### src/rtl/exibe_resultado.sv
// Result display stage: captures S/Bout, converts to sign+magnitude and scans a 3-digit
// active-low 7-segment display. Optional macro ZERO_BLANK_EN blanks a zero tens digit.
module exibe_resultado #(
  parameter int REFRESH_DIV = 50000,
  parameter int CNT_W       = 16
) (
  input  logic       clk,
  input  logic       rst,
  input  logic [3:0] S,
  input  logic       Bout,
  input  logic       load,
  output logic [6:0] seg,
  output logic [2:0] dig,
  output logic       valid,
  output logic       done
);

  localparam int DATA_W = 4;
  localparam logic [6:0] SEG_BLANK = 7'h7F;
  localparam logic [6:0] SEG_MINUS = 7'b0111111;

  // Bout extends S into a 5-bit signed value; its absolute value wraps -16 to 0.
  function automatic logic [DATA_W-1:0] to_mag(input logic bout, input logic [DATA_W-1:0] s);
    logic signed [DATA_W:0] v;
    logic signed [DATA_W:0] a;
    v = $signed({bout, s});
    a = (v < 0) ? -v : v;
    return a[DATA_W-1:0];
  endfunction

  function automatic logic [6:0] glyph(input logic [3:0] d);
    case (d)
      4'd0:    glyph = 7'b1000000;
      4'd1:    glyph = 7'b1111001;
      4'd2:    glyph = 7'b0100100;
      4'd3:    glyph = 7'b0110000;
      4'd4:    glyph = 7'b0011001;
      4'd5:    glyph = 7'b0010010;
      4'd6:    glyph = 7'b0000010;
      4'd7:    glyph = 7'b1111000;
      4'd8:    glyph = 7'b0000000;
      4'd9:    glyph = 7'b0010000;
      default: glyph = SEG_BLANK;
    endcase
  endfunction

  logic [DATA_W:0]   cap_p0_q,   cap_p0_d;
  logic              vld_p0_q,   vld_p0_d;
  logic              neg_p1_q,   neg_p1_d;
  logic              tens_p1_q,  tens_p1_d;
  logic [DATA_W-1:0] units_p1_q, units_p1_d;
  logic              vld_p1_q,   vld_p1_d;
  logic              valid_q,    valid_d;
  logic [CNT_W-1:0]  cnt_q,      cnt_d;
  logic [1:0]        idx_q,      idx_d;
  logic [6:0]        seg_q,      seg_d;
  logic [2:0]        dig_q,      dig_d;
  logic [DATA_W-1:0] mag_p1;

  always_comb begin
    cap_p0_d   = cap_p0_q;
    vld_p0_d   = load;
    neg_p1_d   = neg_p1_q;
    tens_p1_d  = tens_p1_q;
    units_p1_d = units_p1_q;
    vld_p1_d   = vld_p0_q;
    valid_d    = valid_q;
    cnt_d      = cnt_q + 1'b1;
    idx_d      = idx_q;
    seg_d      = SEG_BLANK;
    dig_d      = 3'b111;
    mag_p1     = to_mag(cap_p0_q[DATA_W], cap_p0_q[DATA_W-1:0]);

    // Stage p0: capture raw result on the strobe
    if (load) cap_p0_d = {Bout, S};

    // Stage p1: sign/magnitude and decimal split into the display registers
    if (vld_p0_q) begin
      neg_p1_d   = cap_p0_q[DATA_W] && (cap_p0_q[DATA_W-1:0] != '0);
      tens_p1_d  = (mag_p1 >= 4'd10);
      units_p1_d = (mag_p1 >= 4'd10) ? mag_p1 - 4'd10 : mag_p1;
      valid_d    = 1'b1;
    end

    if (cnt_q == CNT_W'(REFRESH_DIV - 1)) begin
      cnt_d = '0;
      idx_d = (idx_q == 2'd2) ? 2'd0 : idx_q + 2'd1;
    end

    // Output stage: registered digit drive from current scan index
    if (valid_q) begin
      dig_d = ~(3'b001 << idx_q);
      case (idx_q)
        2'd0: seg_d = glyph(units_p1_q);
`ifdef ZERO_BLANK_EN
        2'd1: seg_d = tens_p1_q ? glyph(4'd1) : SEG_BLANK;
`else
        2'd1: seg_d = tens_p1_q ? glyph(4'd1) : glyph(4'd0);
`endif
        2'd2: seg_d = neg_p1_q ? SEG_MINUS : SEG_BLANK;
        default: seg_d = SEG_BLANK;
      endcase
    end
  end

  always_ff @(posedge clk) begin
    if (rst) begin
      cap_p0_q   <= '0;
      vld_p0_q   <= 1'b0;
      neg_p1_q   <= 1'b0;
      tens_p1_q  <= 1'b0;
      units_p1_q <= '0;
      vld_p1_q   <= 1'b0;
      valid_q    <= 1'b0;
      cnt_q      <= '0;
      idx_q      <= 2'd0;
      seg_q      <= SEG_BLANK;
      dig_q      <= 3'b111;
    end else begin
      cap_p0_q   <= cap_p0_d;
      vld_p0_q   <= vld_p0_d;
      neg_p1_q   <= neg_p1_d;
      tens_p1_q  <= tens_p1_d;
      units_p1_q <= units_p1_d;
      vld_p1_q   <= vld_p1_d;
      valid_q    <= valid_d;
      cnt_q      <= cnt_d;
      idx_q      <= idx_d;
      seg_q      <= seg_d;
      dig_q      <= dig_d;
    end
  end

  assign seg   = seg_q;
  assign dig   = dig_q;
  assign valid = valid_q;
  assign done  = vld_p1_q;

endmodule
### config.mk
export PLATFORM = sky130hd
export DESIGN_NAME = exibe_resultado
export DESIGN_NICKNAME = d
export VERILOG_FILES = /design/src/rtl/exibe_resultado.sv
export SDC_FILE = /design/constraint.sdc
export NUM_CORES = 1
export LEC_CHECK = 0
export CAP_MARGIN = 20
export CORE_MARGIN = 3
export CORE_UTILIZATION = 30
export DETAILED_ROUTE_END_ITERATION = 7
export GPL_ROUTABILITY_DRIVEN = 0
export PLACE_DENSITY = 0.56
export SYNTH_ARGS = -nofsm -noshare
export SYNTH_HDL_FRONTEND = slang
export SYNTH_SLANG_ARGS = --single-unit
### constraint.sdc
create_clock -name clk -period 2.7 [get_ports clk]
set_input_delay 0.675 -clock clk [delete_from_list [all_inputs] [get_ports clk]]
set_output_delay 0.675 -clock clk [all_outputs]
set_load 0.005 [all_outputs]
# Yosys cells after proc, flatten, opt, wreduce, memory -nomap -nowiden
# Memories as Yosys holds them, arrays and structs flattened. A register that Yosys moved wholly into a read port is not among the register bits.
# Cells that the tools add are included.
# Widths: inputs -> output; s select.
[totals]
inputBits = 8
register_bits = 42
word_cells = 37
mem_count = 1
rom_bits = 112
[mem_list]
columns = ["memory", "depth", "width", "rd", "rd_ports_with_merged_regs", "write_ports", "line_no", "text"]
rows = [
  ["(no name shown)", 16, 7, 1, 1, 0, "32", "case (d)"],
]
[classes]
n_eq_ne = 3
bitwise = 2
order_cmp = 2
n_reduce_logical = 5
n_mux = 8
add_sub_neg = 4
shifts = 1
[op_table]
columns = ["op", "count"]
rows = [
  ["$pmux 7 s3", 1],
  ["$add 16x1->16 const B", 1],
  ["$eq 16x16->1 const B", 1],
  ["$mux 4", 4],
  ["$mux 7", 1],
  ["$mux 6", 1],
  ["$lt 5x1->1 const B", 1],
  ["$ge 4x4->1 const B", 1],
  ["$neg 4->4", 1],
  ["$reduce_bool 4->1", 1],
  ["$reduce_or 2->1", 2],
  ["$sub 4x4->4 const B", 1],
  ["$not 3->3", 1],
  ["$shl 1x2->3 const A", 1],
  ["$add 2x1->2 const B", 1],
  ["$eq 2x1->1 const B", 1],
  ["$eq 2x2->1 const B", 1],
  ["$logic_not 2->1", 1],
  ["$mux 2", 1],
  ["$logic_and 1x1->1", 1],
  ["$not 1->1", 1],
]

# Logic depth before layout (Yosys ltp)
# Gate-level depths: netlist of run 1.
[depth]
word_depth = 6
mapped_depth = 12

# Worst setup path after synthesis of run 1
# OpenSTA, ideal clock, no wires.
[synth_path]
kind = "register -> register"
start = "reg cap_p0_q[1]"
end = "reg (tool-made name)"
slack_ns = 0.376
path_stages_with_launch = 12
setup_ns = 0.117
arrival_ns = 2.208
path_cell_list = "dfxtp_1 -> inv_1 -> ha_1 -> nand2_1 -> o21ai_1 -> inv_1 -> ha_1 -> a211oi_1 -> o32a_2 -> clkinv_4 -> a311o_1 -> o22a_1"
[synth_rtl]
columns = ["element", "line_no", "text"]
rows = [
  ["start: declaration", "47", "logic [DATA_W:0] cap_p0_q, cap_p0_d;"],
  ["start signal: assignment", "120", "cap_p0_q <= cap_p0_d;"],
]

==> results.md, run 1 <==
- Via count: 1,532
- # rows: 30
- Detail Route Antenna Nets: 0
- DP Wirelength: 2590 um
- Setup crit start: cap_p0_q[0]
- Pleak: 0.969 nW
- Final wirelength: 3640 um
- Critical Path AT: 2.65 ns
- Num CTS Buffers: 5
- Status: completed
- Yosys top cell area share: 0.452
- Max-cap viol count: 0
- HP Class: register to register
- Antenna violations before repair: 0
- Top delay family on crit path: compound AO/OA/AOI/OAI gates
- Initial Util: 0.314
- Clk_skew: 0.00831 ns
- Seq cells post-synth: 49
- Post-Syn Nets: 246
- Achievable Freq: 408 MHz
- Reg2reg setup slack: 0.25 ns
- Slew @ Worst Pin: 0.468 ns
- Placed standard-cell area: 2480 um^2
- Drt wl/cell: 10.4 um
- Largest net degree at the start of global routing: 21
- CTS tree: done
- GR Overflow Total: 0
- R2R Path Start: cap_p0_q[0]
- Critical path type: register to register
- Num ports: 20
- Total Nets Final: 270
- Fin crit period: 2.45 ns
- First drt pass iteration count: 4
- Commonest non-fill, non-tap cell in the layout: dfxtp_1
- Diodes inserted: 0
- Yosys top cell by area: dfxtp_1
- PwrDens: 529 nW/um^2
- Die area: 8280 um^2
- Bufs and invs on worst path: 1
- Area delta synth->final: 18.6%
- All-Layer GR Usage: 0.0940
- Avg Vias per Cell: 4.38
- Final Max Slew Viols: 0
- Synth area leaders: dfxtp_1 (45%), nor2_1 (5.4%), ha_1 (5.2%)
- Syn avg cell area: 9.47 um^2
- Share of post-route cells with drive strength above 1: 0.106
- RSZ-0062 raised after global routing: false
- Finished Cell Area: 2570 um^2
- Synth Flop Type: dfxtp_1
- Clock transition at path regs: 0.09 ns
- Post CTS Setup Buffer Count: 0
- Synth warnings: 0
- Syn Std Cell Area: 2170 um^2
- Post-synth EDFFs: 0
- Reg2Reg Depth: 10
- Most frequent cells in the layout: dfxtp_1 (49), nor2_1 (31), clkdlybuf4s50_1 (19)
- TNS Setup: 0 ns
- Fin crit share: 0.907
- Crit. End Element: register
- Hold-fix buffers, CTS: 0
- Final setup vio count: 0
- Final Hold Fails: 0
- First-pass GRT wire length: 6400 um
- DRT iter0 DRCs: 137
- Seq/Total Area, Yosys: 0.452
- H-tree depth: 2
- Count of different cell masters after synthesis: 46
- Clock Path Buffers: 2
- Core area: 6910 um^2
- Clock latency on the worst-skew pair: 0.30 ns
- Crit path depth: 10
- Number of I/O port buffers: 19
- CP Launch Type: register
- Syn Inst Count: 229
- Worst VDD drop: 0.193 mV
- Crit path top cell by count: ha_1
- Die Height: 91.0 um
- Slew headroom: 0.688
- Ys async rst share: 0
- Vias in the first global route: 1,395
- Cell chain of the critical path: inv_1 > ha_1 > xor2_1 > a21oi_2 > nand2_1 > o31ai_4 > ha_1 > nor3_1 > a311o_1 > o22a_1
- Crit Path Max Fanout: 6
- CTS Root Cell: clkbuf_8
- Remaining DRCs: 0
- Crit path largest cell delay: 0.45 ns
- CP max-delay cell: dfxtp_1
- Post-CTS resize count: 0
- WP data required: 2.90 ns
- Die X: 91.0 um
- CTS Sinks: 49
cell usage after synthesis (2+ instances only):
cell type	n
and2_4	2
o22a_1	2
nor3b_1	3
o31ai_4	2
nand2b_1	6
a211oi_1	3
ha_1	9
xor2_1	8
a2bb2oi_1	3
mux2i_1	9
nor4_1	2
nor3_1	3
nor2b_1	4
dfxtp_1	49
a21oi_1	7
clkbuf_1	5
nor2_1	31
xnor2_1	8
buf_6	2
and3_1	3
or3_1	2
inv_1	17
nand4_1	2
o21ai_0	8
nand3_1	6
o31ai_1	2
nand2_1	12
cell families after synthesis:
logic type	share of synthesized area
AND/OR/NAND/NOR	0.195
flip-flops	0.452
AO/OA/AOI/OAI	0.131
buffers and inverters	0.0560
XOR/XNOR	0.0721
multiplexers	0.0415
adder cells (fa/ha/maj)	0.0519
routing by layer:
| metal | wire (um) | track usage | up-vias | part of all wire |
|---|---|---|---|---|
| met4 | 61 | 0.0452 | 0 | 0.017 |
| met2 | 1490 | 0.137 | 24 | 0.41 |
| met5 | 0 | 0 | - | 0 |
| met3 | 99 | 0.0224 | 5 | 0.027 |
| li1 | - | - | 824 | - |
| met1 | 1990 | 0.130 | 679 | 0.55 |
worst reg2reg max path, stage by stage, from the launching register on:
cell and delay [ns]:
dfxtp_1 0.45, inv_1 0.10, ha_1 0.24, xor2_1 0.17
a21oi_2 0.19, nand2_1 0.15, o31ai_4 0.33, ha_1 0.23
nor3_1 0.06, a311o_1 0.29, o22a_1 0.16
where the power goes:
| group | total [W] | switching (W) | internal, W |
|---|---|---|---|
| sequential | 0.000771 | 0.0000203 | 0.000751 |
| clock | 0.000444 | 0.000257 | 0.000187 |
| combinational | 0.000145 | 0.0000710 | 0.0000738 |
| total | 0.00136 | 0.000348 | 0.00101 |
per-stage QoR:
| step | instances | util | setup WS, ns | hold slack (ns) | power (W) |
|---|---|---|---|---|---|
| 3_3_place_gp | 342 | 0.359 | 0.136 | 0.428 | 0.000933 |
| 6_report | 350 | 0.372 | 0.251 | 0.436 | 0.00136 |
| 5_1_grt | 350 | 0.372 | 0.0623 | 0.471 | 0.00143 |
| 2_1_floorplan | 229 | - | 0.376 | 0.415 | 0.000885 |
| 4_1_cts | 350 | 0.372 | 0.167 | 0.441 | 0.00139 |
| 3_5_place_dp | 342 | 0.359 | 0.0943 | 0.427 | 0.000933 |
worst min-delay path by stage:
stage	to	cells after the start
3_3_place_gp	seg[1]	2
2_1_floorplan	seg[1]	2
3_5_place_dp	seg[5]	2
6_report	seg[5]	2
5_1_grt	seg[5]	2
4_1_cts	seg[5]	2
final cells by class:
class                      count  area [um^2]
sequential                    49          981
tap                           96          120
fill                         716         4330
multi-input combinational    153         1070
clock inverter                 3         25.0
clock buffer                   5         68.8
timing repair buffer          25          235
inverter                      19         76.3
No activity file was read; power rests on OpenSTA's default activity.
==> run 2, diff against run 1 <==
--- a/config.mk
+++ b/config.mk
@@ -8,6 +8,7 @@
 export CAP_MARGIN = 20
 export CORE_MARGIN = 3
 export CORE_UTILIZATION = 30
+export CTS_CLUSTER_DIAMETER = 150
 export DETAILED_ROUTE_END_ITERATION = 7
 export GPL_ROUTABILITY_DRIVEN = 0
 export PLACE_DENSITY = 0.56
==> results of run 2 <==
Final layout, timing and power as in run 1 (identical DEF).
